===== src/rtl/mem_port_arbiter_pkg.sv =====
`default_nettype none
// ============================================================================
//  Package : arm_mem_pkg
//  Shared encodings for the unified-memory port arbiter: FSM states,
//  requester (owner) encoding, full-word byte enable and wait counter width.
//  Revision: 1.0 - initial release
// ============================================================================
package arm_mem_pkg;

    typedef enum logic [1:0] {
        ST_IDLE   = 2'd0,
        ST_ACCESS = 2'd1,
        ST_RESP   = 2'd2
    } state_t;

    typedef enum logic {
        OWN_INST = 1'b0,
        OWN_DATA = 1'b1
    } owner_t;

    localparam logic [3:0] BE_WORD    = 4'b1111;
    localparam int         WAIT_CNT_W = 4;

endpackage
`default_nettype wire


===== src/rtl/mem_arb_pick.sv =====
`default_nettype none
// ============================================================================
//  Module  : mem_arb_pick
//  Combinational winner select between the fetch and data requesters.
//  A lone request always wins. Contests go to DATA, or, when ROUND_ROBIN_EN
//  is defined, to whichever owner did not win the previous capture.
//  Revision: 1.0 - initial release
// ============================================================================
module mem_arb_pick
    import arm_mem_pkg::*;
(
    input  logic   inst_req,
    input  logic   data_req,
    input  owner_t last_owner,
    output owner_t grant,
    output logic   any
);

    owner_t w_contest_winner;

    assign any = inst_req | data_req;

`ifdef ROUND_ROBIN_EN
    assign w_contest_winner = (last_owner == OWN_DATA) ? OWN_INST : OWN_DATA;
`else
    // Fixed priority: history is irrelevant, data always takes a contest
    logic w_unused_last_owner;
    assign w_unused_last_owner = last_owner;
    assign w_contest_winner    = OWN_DATA;
`endif

    // Single requester wins outright; both requesting falls to the contest rule
    always_comb begin
        grant = OWN_INST;
        if (data_req && !inst_req) begin
            grant = OWN_DATA;
        end else if (data_req && inst_req) begin
            grant = w_contest_winner;
        end
    end

endmodule
`default_nettype wire


===== src/rtl/mem_port_arbiter.sv =====
`default_nettype none
// ============================================================================
//  Module  : mem_port_arbiter
//  Shares a single-ported unified memory between the instruction-fetch and
//  load/store requesters: arbitrate in IDLE, run a WAIT_STATES+1 cycle
//  access, then pulse the owner's valid for one cycle in RESP.
//  Build option: ROUND_ROBIN_EN selects alternating contest winners instead
//  of fixed data priority.
//  Revision: 1.0 - initial release
// ============================================================================
module mem_port_arbiter
    import arm_mem_pkg::*;
#(
    parameter int WAIT_STATES = 1,
    parameter int ADDR_W      = 32,
    parameter int DATA_W      = 32
)(
    input  logic              clk,
    input  logic              reset,
    input  logic              i_req,
    input  logic [ADDR_W-1:0] i_addr,
    output logic              i_gnt,
    output logic              i_valid,
    output logic [DATA_W-1:0] i_rdata,
    input  logic              d_req,
    input  logic              d_we,
    input  logic [ADDR_W-1:0] d_addr,
    input  logic [DATA_W-1:0] d_wdata,
    input  logic [3:0]        d_be,
    output logic              d_gnt,
    output logic              d_valid,
    output logic [DATA_W-1:0] d_rdata,
    output logic              mem_cs,
    output logic              mem_we,
    output logic [ADDR_W-1:0] mem_addr,
    output logic [DATA_W-1:0] mem_wdata,
    output logic [3:0]        mem_be,
    input  logic [DATA_W-1:0] mem_rdata,
    output logic              busy
);

    if (WAIT_STATES < 0 || WAIT_STATES > 15) begin : g_bad_wait_states
        $error("mem_port_arbiter: WAIT_STATES must be 0..15");
    end
    if (DATA_W != 32) begin : g_bad_data_w
        $error("mem_port_arbiter: DATA_W must be 32");
    end

    localparam logic [WAIT_CNT_W-1:0] c_wait_init = WAIT_CNT_W'(WAIT_STATES);

    state_t                r_state;
    owner_t                r_owner;
    logic                  r_first;
    logic [WAIT_CNT_W-1:0] r_cnt;
    logic                  r_we;
    logic [ADDR_W-1:0]     r_addr;
    logic [DATA_W-1:0]     r_wdata;
    logic [3:0]            r_be;
    logic [DATA_W-1:0]     r_i_rdata;
    logic [DATA_W-1:0]     r_d_rdata;

    owner_t w_grant;
    owner_t w_last_owner;
    logic   w_any;

    // Fetches are always word reads, so the byte offset is dropped
    logic w_unused_fetch_lsbs;
    assign w_unused_fetch_lsbs = ^i_addr[1:0];

    mem_arb_pick u_pick (
        .inst_req   (i_req),
        .data_req   (d_req),
        .last_owner (w_last_owner),
        .grant      (w_grant),
        .any        (w_any)
    );

`ifdef ROUND_ROBIN_EN
    owner_t r_last_owner;

    // Remember the winner of every capture so the next contest alternates
    always_ff @(posedge clk or posedge reset) begin
        if (reset) begin
            r_last_owner <= OWN_INST;
        end else if (r_state == ST_IDLE && w_any) begin
            r_last_owner <= w_grant;
        end
    end

    assign w_last_owner = r_last_owner;
`else
    assign w_last_owner = OWN_INST;
`endif

    // Arbitrate and latch in IDLE, count out the access, then respond for one cycle
    always_ff @(posedge clk or posedge reset) begin
        if (reset) begin
            r_state   <= ST_IDLE;
            r_owner   <= OWN_INST;
            r_first   <= 1'b0;
            r_cnt     <= '0;
            r_we      <= 1'b0;
            r_addr    <= '0;
            r_wdata   <= '0;
            r_be      <= '0;
            r_i_rdata <= '0;
            r_d_rdata <= '0;
        end else begin
            case (r_state)
                ST_IDLE: begin
                    if (w_any) begin
                        r_owner <= w_grant;
                        r_first <= 1'b1;
                        r_cnt   <= c_wait_init;
                        r_state <= ST_ACCESS;
                        if (w_grant == OWN_DATA) begin
                            r_we    <= d_we;
                            r_addr  <= d_addr;
                            r_wdata <= d_wdata;
                            r_be    <= d_be;
                        end else begin
                            r_we    <= 1'b0;
                            r_addr  <= {i_addr[ADDR_W-1:2], 2'b00};
                            r_wdata <= '0;
                            r_be    <= BE_WORD;
                        end
                    end
                end
                ST_ACCESS: begin
                    r_first <= 1'b0;
                    if (r_cnt != '0) begin
                        r_cnt <= r_cnt - WAIT_CNT_W'(1);
                    end else begin
                        // Stores leave both read-data registers untouched
                        if (!r_we) begin
                            if (r_owner == OWN_DATA) begin
                                r_d_rdata <= mem_rdata;
                            end else begin
                                r_i_rdata <= mem_rdata;
                            end
                        end
                        r_state <= ST_RESP;
                    end
                end
                ST_RESP: begin
                    r_state <= ST_IDLE;
                end
                default: begin
                    r_state <= ST_IDLE;
                end
            endcase
        end
    end

    // Outputs decode straight from state registers so reset clears them at once
    assign busy      = (r_state != ST_IDLE);
    assign mem_cs    = (r_state == ST_ACCESS);
    assign mem_we    = mem_cs & r_we;
    assign mem_addr  = r_addr;
    assign mem_wdata = r_wdata;
    assign mem_be    = r_be;

    assign i_gnt   = mem_cs & r_first & (r_owner == OWN_INST);
    assign d_gnt   = mem_cs & r_first & (r_owner == OWN_DATA);
    assign i_valid = (r_state == ST_RESP) & (r_owner == OWN_INST);
    assign d_valid = (r_state == ST_RESP) & (r_owner == OWN_DATA);
    assign i_rdata = r_i_rdata;
    assign d_rdata = r_d_rdata;

endmodule
`default_nettype wire


===== config.mk =====
export PLATFORM = sky130hd
export DESIGN_NAME = mem_port_arbiter
export DESIGN_NICKNAME = d
export VERILOG_FILES = /design/src/rtl/mem_port_arbiter_pkg.sv /design/src/rtl/mem_arb_pick.sv /design/src/rtl/mem_port_arbiter.sv
export SDC_FILE = /design/constraint.sdc
export NUM_CORES = 1
export LEC_CHECK = 0
export ABC_AREA = 1
export CAP_MARGIN = 10
export CELL_PAD_IN_SITES_DETAIL_PLACEMENT = 0
export CELL_PAD_IN_SITES_GLOBAL_PLACEMENT = 1
export CORE_ASPECT_RATIO = 0.5
export CORE_UTILIZATION = 30
export CTS_CLUSTER_DIAMETER = 60
export DETAILED_ROUTE_END_ITERATION = 10
export PLACE_DENSITY = 0.89
export SLEW_MARGIN = 10
export SYNTH_ARGS = -nofsm -noshare
export SYNTH_HDL_FRONTEND = slang
export SYNTH_SLANG_ARGS = --single-unit

===== constraint.sdc =====
create_clock -name clk -period 5.1 [get_ports clk]
set_input_delay 0.51 -clock clk [delete_from_list [all_inputs] [get_ports clk]]
set_output_delay 0.51 -clock clk [all_outputs]
set_load 0.02 [all_outputs]

# [After elaboration in Yosys (flattened, before gate mapping)]
# Cells that the tools add are included.
[classes] eq_ne=5 bitwise_logic=10 n_reduce_logical=13 n_addsub=1 n_mux=14
[op_table] op="32-bit 2-to-1 mux" count=2
[op_table] op="4-bit 2-to-1 mux" count=3
[op_table] op="4-bit one-hot mux with 2 select lines" count=1
[op_table] op="4-bit AND reduction" count=2
[op_table] op="1-bit AND" count=6
[op_table] op="2-bit AND reduction" count=3
[op_table] op="1-bit 2-to-1 mux" count=4
[op_table] op="2-bit 2-to-1 mux" count=2
[op_table] op="2-bit by 1-bit != test with 1-bit output (second input constant)" count=2
[op_table] op="2-bit one-hot mux with 2 select lines" count=1
[op_table] op="2-bit nonzero test" count=2
[op_table] op="4-bit nonzero test" count=1
[op_table] op="4-bit by 1-bit subtractor with 4-bit output (second input constant)" count=1
[op_table] op="1-bit NOT" count=3
[op_table] op="3-bit AND reduction" count=1
[op_table] op="2-bit by 1-bit == test with 1-bit output (second input constant)" count=1
[op_table] op="2-bit == test (second input constant)" count=1
[op_table] op="1-bit logical AND" count=2
[op_table] op="2-bit logical NOT" count=1
[op_table] op="2-bit != test (second input constant)" count=1
[op_table] op="1-bit one-hot mux with 2 select lines" count=1
[op_table] op="1-bit logical NOT" count=1
[op_table] op="1-bit bitwise OR" count=1
[word_totals] wordCells=53 out_inout_bits=139 input_bits=137 regBits=141

# [Longest topological paths before layout]
# Gate-level depths: netlist (run 1).
[logic_depth] ltp_word=4 depth_mapped=8 ltp_nobuf=7

# [By module]
# Synthesis (run 1) repeated with hierarchy kept, for this count alone.
[hier_totals] cells_unflattened=625 hier_area_um2=5881.9
[by_module_without_submodules] module="mem_port_arbiter" area_per_inst_um2=5866.9 cells_each=621 n_inst=1 seq_area_each_um2=3528.4
[by_module_without_submodules] module="mem_arb_pick" area_per_inst_um2=15.0 cells_each=4 n_inst=1 seq_area_each_um2=0.0

# [Worst setup path before layout (run 1)]
# OpenSTA, ideal clock, no wires.
[synth_path] path_type="register to output" start="register r_state[1]" end="output port d_gnt" stages_incl_launch_ff=4 arrival_time_ns=1.208 required_ns=4.590 n_path_buf=0 slack_ns=3.382 path_cell_list="dfrtp_1 -> nor2_4 -> inv_4 -> nor3_1"
[synth_via] elab_chain_len=3
[synth_rtl] item="from (decl)" line="mem_port_arbiter.sv:51" source="state_t r_state;"
[synth_rtl] item="from (signal assigned)" line="mem_port_arbiter.sv:98" source="r_state <= ST_IDLE;"
[synth_rtl] item="from (signal assigned)" line="mem_port_arbiter.sv:115" source="r_state <= ST_ACCESS;"
[synth_rtl] item="from (signal assigned)" line="mem_port_arbiter.sv:142" source="r_state <= ST_RESP;"
[synth_rtl] item="2-bit by 1-bit == test with 1-bit output" line="mem_port_arbiter.sv:157" source="assign mem_cs = (r_state == ST_ACCESS);"
[synth_rtl] item="net mem_cs" line="mem_port_arbiter.sv:33" source="output logic mem_cs,"
[synth_rtl] item="1-bit AND (2 in series)" line="mem_port_arbiter.sv:164" source="assign d_gnt = mem_cs & r_first & (r_owner == OWN_DATA);"
[synth_rtl] item="to (decl)" line="mem_port_arbiter.sv:30" source="output logic d_gnt,"
# The timed path passes the listed nets, and every way through them passes these cells.

# [Worst setup path in the final report (run 1)]
[layout_path] start="register r_state[0]" end="output port d_gnt"
[layout_via] elab_chain_len=3
[layout_rtl] item="2-bit by 1-bit == test with 1-bit output" line="mem_port_arbiter.sv:157"
[layout_rtl] item="1-bit AND (2 in series)" line="mem_port_arbiter.sv:164"
# Every way passes these cells.

==> implementation parameters, run 1 <==
Parameter                              Value

Outcome
  Result of the run    finished clean

Synthesis
  Average size of a mapped cell    10.67 µm²
  Most common flop cell mapped by yosys    sky130_fd_sc_hd__dfrtp_1
  Post-synthesis async set-or-reset flop share    1.000
  Top cell type by total area after synthesis    sky130_fd_sc_hd__dfrtp_1
  Gate count after technology mapping    546
  Warnings from Yosys    0
  Most numerous cell types in the synthesized netlist    sky130_fd_sc_hd__dfrtp_1 (141), sky130_fd_sc_hd__nand2_1 (133), sky130_fd_sc_hd__o21ai_2 (58)
  Most area-consuming cells after synthesis    sky130_fd_sc_hd__dfrtp_1 (61%), sky130_fd_sc_hd__o21ai_2 (8.7%), sky130_fd_sc_hd__nand2_1 (8.6%), sky130_fd_sc_hd__a22o_1 (5.1%), sky130_fd_sc_hd__a31oi_1 (3.2%)
  Synth Net Count    685
  Register area share after synthesis    0.6058
  Most repeated cell in the gate-level netlist after synthesis    sky130_fd_sc_hd__dfrtp_1
  Cell variety after synth    25
  EDFF count, synth    0
  Summed instance area of the synthesized netlist    about 5800 µm²
  Synthesized flop and latch total    141
  Synth top area share    0.6058

Setup path
  Max incr delay on CP    0.67 ns
  Register-to-register setup slack    roughly 3 ns
  Critical Path RT    4.59 ns
  Nature of the critical path endpoint    output pin
  Startpoint kind of the worst setup timing path    flop
  Cell chain of the critical path    inv_2 -> nor2_4 -> inv_4 -> nor3_1 -> clkdlybuf4s50_1
  Critical R2R Launch    r_state[1]$_DFFE_PP0P_
  Peak fanout along the critical path    6
  Critical path arrival    roughly 2.0 ns
  Type of the worst setup path    flop to output pin
  Critical register-to-register path endpoint    mem_addr[17]$_DFFE_PP0P_
  Max stage delay cell, worst path    sky130_fd_sc_hd__clkdlybuf4s50_1
  Cell count of the worst reg-to-reg path    6

Drt
  Overall routed net length    15,740 µm
  Wire length per cell after detailed routing    14.56 µm
  Total via count in the routed design    4,806
  DRC violations left    0
  Count of TritonRoute iterations in the first routing pass    4
  Detail-routed via count per cell    4.446
  Remaining number of nets flagged by the antenna check after routing    0
  Drt first-iter violations    174

Floorplanning
  Row count    35
  Die area    20,010 µm²
  Die outline width    199.1 µm
  Y dimension of the die    100.5 µm
  Starting Density    0.3115
  Number of top-level pins    approximately 280
  Core Footprint    around 19,000 µm²

Clock network
  Longest Clk Path Bufs    2
  Clock latency at the later pin of the worst-skew pair    about 0.42 ns
  PostCTS Resize Cnt    0
  Cts-stage hold buffer count    0
  H-Tree Depth    4
  Buffers inserted during post-CTS setup optimization    0
  Buffer cell driving the clock tree root    sky130_fd_sc_hd__clkbuf_16
  Clock tree from TritonCTS    done
  Number of sinks driven by the clock tree    141
  Inserted Clock Buffers    17
  Register clock-pin slew on the reported worst setup and hold paths    0.06 ns

STA
  Upper clock frequency limit    ~400 MHz
  Final Max Slew Viols    0
  Setup Skew    0.01143 ns
  Worst Tran Pin Value    approximately 0.98 ns
  Max transition margin    0.3473
  RSZ-0062 raised after global routing    false
  Final hold viol count    0
  Setup TNS Final    0 ns
  Fraction of the cycle the final worst path needs    0.4863
  Final Worst Setup Slack    2.620 ns
  Count of final setup violators    0
  Final Critical Period    2.480 ns

Global routing
  Antenna violations before repair    0
  Overflow after GRT    0
  Pin count of the biggest net entering global routing    102
  Vias in the first global route    4,833
  Global-route wire length before repair    24,660 µm
  Total routing usage reported by global routing    0.1591

Min path
  Worst min-delay path endpoint    i_rdata[31]$_DFFE_PP0P_
  Number of cells on the worst hold path    2
  Tightest Hold Check Type    flop to flop
  Min-Delay Startpoint    i_rdata[31]$_DFFE_PP0P_

Finish
  Number of standard cells in the layout, taps in and fillers out    1,081
  Number of nets in the layout    948
  Area added between synthesis and finish    58.47%
  Fraction of final layout cells sized beyond drive strength 1    0.1253
  Total inserted antenna cells    0

Place
  HPWL Detailed    11,240 µm
  Number of buffer cells added on primary ports    approximately 270
  Worst slack at placement    2.229 ns
  Placed insts    1,049
  Routability-driven placement congestion ratio    0.7518

Flow run
  Maxcap violations    0

Pwr
  Pleak    between 4 and 5 nW
  Design Power    6.190 mW
  Worst VDD drop    0.2465 mV
  Power per standard cell area    670.6 nW/µm²
-- routing by layer --
metal  vias up  part of all wire  global-route usage  routed length, µm
li1       2337                 -                   -                  -
met1      2331              0.41              0.1874               6487
met2       121              0.53              0.2838               8305
met3        17             0.043             0.03781                671
met4         0             0.018             0.05799                276
met5         -                 0                   0                  0
-- cell usage in the layout (no fill, tap or decap), types with 4 or more instances in the layout --
master                              n
sky130_fd_sc_hd__clkbuf_16         17
sky130_fd_sc_hd__nor2_1            41
sky130_fd_sc_hd__a31oi_1           30
sky130_fd_sc_hd__nand2_1          133
sky130_fd_sc_hd__inv_6              8
sky130_fd_sc_hd__o21ai_2           58
sky130_fd_sc_hd__o21ai_1            7
sky130_fd_sc_hd__a22o_1            34
sky130_fd_sc_hd__clkdlybuf4s50_1  273
sky130_fd_sc_hd__o21ai_0            6
sky130_fd_sc_hd__nor3_1             4
sky130_fd_sc_hd__o22a_1             4
sky130_fd_sc_hd__inv_1             40
sky130_fd_sc_hd__dfrtp_1          141
-- cell families (layout without fill, tap and decap cells) --
kind of cell | after synthesis | count (layout) | share of synthesized area
simple gates | 186 | 186 | 0.1282
flops | 141 | 141 | 0.6058
compound gates | 140 | 140 | 0.1905
buf+inv | 76 | 352 | 0.06960
fa+ha+maj | 2 | 2 | 0.004296
xor+xnor | 1 | 1 | 0.001504
-- flip-flops by register name, summed over array words and instances, names as in the netlist --
signal and flops:
r_cnt 4, r_state 2, r_we 1, mem_wdata 32
i_rdata 32, mem_addr 32, d_rdata 32, r_owner 1
r_first 1, mem_be 4
-- worst max-delay path by stage --
stage                                 from                  endpoint  slack [ns]  cells after the start
global route                         d_req  mem_addr[26]$_DFFE_PP0P_        2.44                      6
floorplan                            reset    d_rdata[0]$_DFFE_PP0P_        0.81                      1
finish              r_state[0]$_DFFE_PP0P_                     d_gnt        2.62                      5
detailed placement                   d_req  mem_addr[31]$_DFFE_PP0P_        2.23                      6
global placement                     d_req  mem_addr[21]$_DFFE_PP0P_        2.23                      6
CTS                 r_state[0]$_DFFE_PP0P_                     i_gnt        2.59                      5
-- through the flow --
stage | utilization | hold slack [ns] | instance area, µm²
after floorplan | - | 0.5029 | 5824
after global placement | 0.4641 | 0.4649 | 8678
after detailed placement | 0.4641 | 0.4669 | 8678
after CTS | 0.4936 | 0.4825 | 9230
after global routing | 0.4936 | 0.4981 | 9230
final | 0.4936 | 0.4782 | 9230
-- worst max-delay path: cells and delay by family, from the launching register on --
kind / cells / cell delay (ns)
buf+inv: 3 / 0.83
flops: 1 / 0.40
simple gates: 2 / 0.32
-- power breakdown --
group	switching, mW	total (mW)	internal (mW)
Clock	0.530	1.17	0.639
Combinational	1.64	3.07	1.43
Sequential	0.287	1.95	1.66
-- cell type report --
type / instances / area (µm²)
sequential: 141 / 3528
fill: 1740 / 9469
clock inverter: 15 / 126.4
multi-input combinational: 329 / 1898
timing repair buffer: 276 / 2755
tap: 259 / 324.1
clock buffer: 17 / 425.4
inverter: 44 / 172.7
Note: power is estimated with default switching activity, not from simulation.
==> run 2: changes to the inputs <==
==> constraint.sdc (replaced) <==
create_clock -name clk -period 2.3 [get_ports clk]
set_input_delay 0.23 -clock clk [delete_from_list [all_inputs] [get_ports clk]]
set_output_delay 0.23 -clock clk [all_outputs]
set_load 0.02 [all_outputs]
==> implementation parameters, run 2 (synthesis results as in run 1) <==
Parameter                              Value

STA
  Final Worst Setup Slack    0.07894 ns (was 2.620 ns)
  Upper clock frequency limit    roughly 450 MHz
  Setup TNS Final    0 ns (unchanged)
  Worst Tran Pin Value    0.9712 ns (was 0.9754 ns)
  Final hold viol count    0 (unchanged)
  Final Max Slew Viols    0 (unchanged)
  RSZ-0062 raised after global routing    false (unchanged)
  Fraction of the cycle the final worst path needs    0.9657
  Final Critical Period    ~2.2 ns
  Max transition margin    0.3518 (was 0.3473)
  Count of final setup violators    0 (unchanged)
  Setup Skew    0.007794 ns (was 0.01143 ns)

Place
  Number of buffer cells added on primary ports    273 (unchanged)
  Total placed instance area    8845 µm² (was 8678 µm²)
  Worst slack at placement    0.1976 ns (was 2.229 ns)
  HPWL Detailed    11,710 µm (was 11,240 µm)
  Routability-driven placement congestion ratio    0.7458 (was 0.7518)

Finish
  Most common cell after layout, fill and taps aside    sky130_fd_sc_hd__clkdlybuf4s50_1 (unchanged)
  Fraction of final layout cells sized beyond drive strength 1    0.1337 (was 0.1253)
  Fill cell count    1,702 (was 1,740)
  Total inserted antenna cells    0 (unchanged)
  Number of nets in the layout    957 (was 948)
  Most frequent cells in the layout    sky130_fd_sc_hd__clkdlybuf4s50_1 (272), sky130_fd_sc_hd__dfrtp_1 (141), sky130_fd_sc_hd__nand2_1 (133) (was sky130_fd_sc_hd__clkdlybuf4s50_1 (273), sky130_fd_sc_hd__dfrtp_1 (141), sky130_fd_sc_hd__nand2_1 (133))
  Area added between synthesis and finish    62.08% (was 58.47%)
  Post-layout instance area    9440 µm² (was 9230 µm²)

Drt
  Total via count in the routed design    4,730 (was 4,806)
  Remaining number of nets flagged by the antenna check after routing    0 (unchanged)
  Detail-routed via count per cell    4.343 (was 4.446)
  Count of TritonRoute iterations in the first routing pass    4 (unchanged)
  DRC violations left    0 (unchanged)
  Overall routed net length    15,790 µm (was 15,740 µm)
  Wire length per cell after detailed routing    14.50 µm (was 14.56 µm)
  Drt first-iter violations    221 (was 174)

Clock network
  Buffer cell driving the clock tree root    sky130_fd_sc_hd__clkbuf_16 (unchanged)
  H-Tree Depth    4 (unchanged)
  Number of sinks driven by the clock tree    141 (unchanged)
  Register clock-pin slew on the reported worst setup and hold paths    0.06 ns (about the same)
  Inserted Clock Buffers    17 (unchanged)
  Buffers inserted during post-CTS setup optimization    0 (unchanged)
  Clock tree from TritonCTS    done (unchanged)
  Longest Clk Path Bufs    2 (unchanged)
  Clock latency at the later pin of the worst-skew pair    0.41 ns (was 0.42 ns)

Global routing
  Antenna violations before repair    0 (unchanged)
  Global-route wire length before repair    25,050 µm (was 24,660 µm)
  Overflow after GRT    0 (unchanged)
  Pin count of the biggest net entering global routing    67 (was 102)
  Total routing usage reported by global routing    0.1617 (was 0.1591)
  Vias in the first global route    4,893 (was 4,833)

Setup path
  Register-to-register setup slack    0.57 ns (was 3.05 ns)
  Cell chain of the critical path    inv_2 -> nor2_4 -> inv_4 -> nor3_1 -> clkdlybuf4s50_1 (unchanged)
  Type of the worst setup path    flop to output pin (unchanged)
  Cell count of the worst reg-to-reg path    8 (was 6)
  Critical register-to-register path endpoint    i_rdata[2]$_DFFE_PP0P_ (was mem_addr[17]$_DFFE_PP0P_)
  Max stage delay cell, worst path    sky130_fd_sc_hd__clkdlybuf4s50_1 (unchanged)
  Critical path arrival    1.99 ns (was 1.97 ns)
  Max incr delay on CP    0.67 ns (about the same)
  Peak fanout along the critical path    6 (unchanged)
  Critical R2R Launch    r_cnt[0]$_DFFE_PP0P_ (was r_state[1]$_DFFE_PP0P_)
  Nature of the critical path endpoint    output pin (unchanged)
  Critical Path RT    2.07 ns (was 4.59 ns)
  Startpoint kind of the worst setup timing path    flop (unchanged)

Floorplanning
  Die area    20,010 µm² (unchanged)
  Die outline width    199.1 µm (unchanged)
  Core Footprint    18,700 µm² (unchanged)
  Row count    35 (unchanged)
  Starting Density    0.3115 (unchanged)
  Number of top-level pins    276 (unchanged)
  Y dimension of the die    100.5 µm (unchanged)

Min path
  Tightest Hold Check Type    input port to async pin (was flop to flop)

Pwr
  Share of total power consumed by net switching    0.3836 (was 0.3977)
  Sequential Power Share    0.309 (was 0.315)
  Worst VDD drop    0.5821 mV (was 0.2465 mV)
  Internal power    8.644 mW (was 3.728 mW)
  Clk pwr share    0.198 (was 0.189)
  Part of the power in combinational logic    0.493 (was 0.496)
  Net switching power    5.379 mW (was 2.462 mW)
  Pleak    4.221 nW (was 4.111 nW)
  Power per standard cell area    1485 nW/µm² (was 670.6 nW/µm²)

Flow run
  Maxcap violations    0 (unchanged)

Outcome
  Result of the run    finished clean (unchanged)
## run 2: changes by cell type in the layout (fill, tap and decap cells not counted), moves of 2 or more
cell and change:
sky130_fd_sc_hd__buf_12 +8, sky130_fd_sc_hd__inv_6 -5, sky130_fd_sc_hd__bufinv_16 +3, sky130_fd_sc_hd__clkinv_2 +2
sky130_fd_sc_hd__clkinvlp_4 +2, sky130_fd_sc_hd__inv_8 -2
## run 2: layout make-up
| type | count | area (µm²) | area share |
|---|---|---|---|
| flip-flops and latches | 141 | 3528 | 0.3738 |
| repair buffers | 285 | 2925 | 0.3099 |
| multi-input cells | 329 | 1898 | 0.2011 |
| clock buffers | 17 | 425.4 | 0.04506 |
| well taps | 259 | 324.1 | 0.03433 |
| inverters | 44 | 171.4 | 0.01816 |
| clock inverters | 14 | 167.7 | 0.01776 |
## run 2: worst max-delay path by stage
stage          depth (start not counted)  slack [ns]              startpoint                        to
2_1_floorplan                          1        0.31                   reset    d_rdata[0]$_DFFE_PP0P_
3_3_place_gp                           4        0.24                   d_req  mem_addr[30]$_DFFE_PP0P_
3_5_place_dp                           4        0.20                   d_req  mem_addr[29]$_DFFE_PP0P_
4_1_cts                                5        0.06  r_state[0]$_DFFE_PP0P_                     d_gnt
5_1_grt                                5       0.004  r_state[0]$_DFFE_PP0P_                     d_gnt
6_report                               5        0.08  r_state[0]$_DFFE_PP0P_                     d_gnt
## run 2: per-stage QoR
step	cells	hold WS (ns)	power, mW	utilization
final	1089	0.1371	14.02	0.5049
after global routing	1089	0.1363	14.92	0.5049
after CTS	1089	0.1204	14.22	0.5047
after detailed placement	1058	0.4663	11.36	0.4730
after global placement	1058	0.4649	11.21	0.4730
after floorplan	546	0.3566	8.182	-
## run 2: power by group through the flow
stage / sequential, mW / clock [mW] / combinational (mW)
6_report: 4.33 / 2.78 / 6.91
5_1_grt: 4.49 / 2.99 / 7.45
2_1_floorplan: 5.69 / 0 / 2.49
4_1_cts: 4.34 / 2.87 / 7.01
3_3_place_gp: 4.32 / 0 / 6.89
3_5_place_dp: 4.38 / 0 / 6.98
## run 2: timing repair
action | CTS | global route
endpoints found under the setup margin | 0 | 1
hold buffers | 0 | 0
resized for setup | 0 | 1
## run 2: worst max-delay path: cells and delay by family, from the launching register on
family                 cells  cell delay, ns
AND/OR/NAND/NOR            2            0.34
flip-flops                 1            0.41
buffers and inverters      3            0.83
## run 2: metal layers
| metal | vias up | wire length (µm) | global-route usage | share of wire |
|---|---|---|---|---|
| li1 | 2352 | - | - | - |
| met1 | 2251 | 6733 | 0.1921 | 0.43 |
| met2 | 115 | 8205 | 0.2865 | 0.52 |
| met3 | 12 | 713 | 0.04316 | 0.045 |
| met4 | 0 | 135 | 0.05030 | 0.0086 |
| met5 | - | 0 | 0 | 0 |
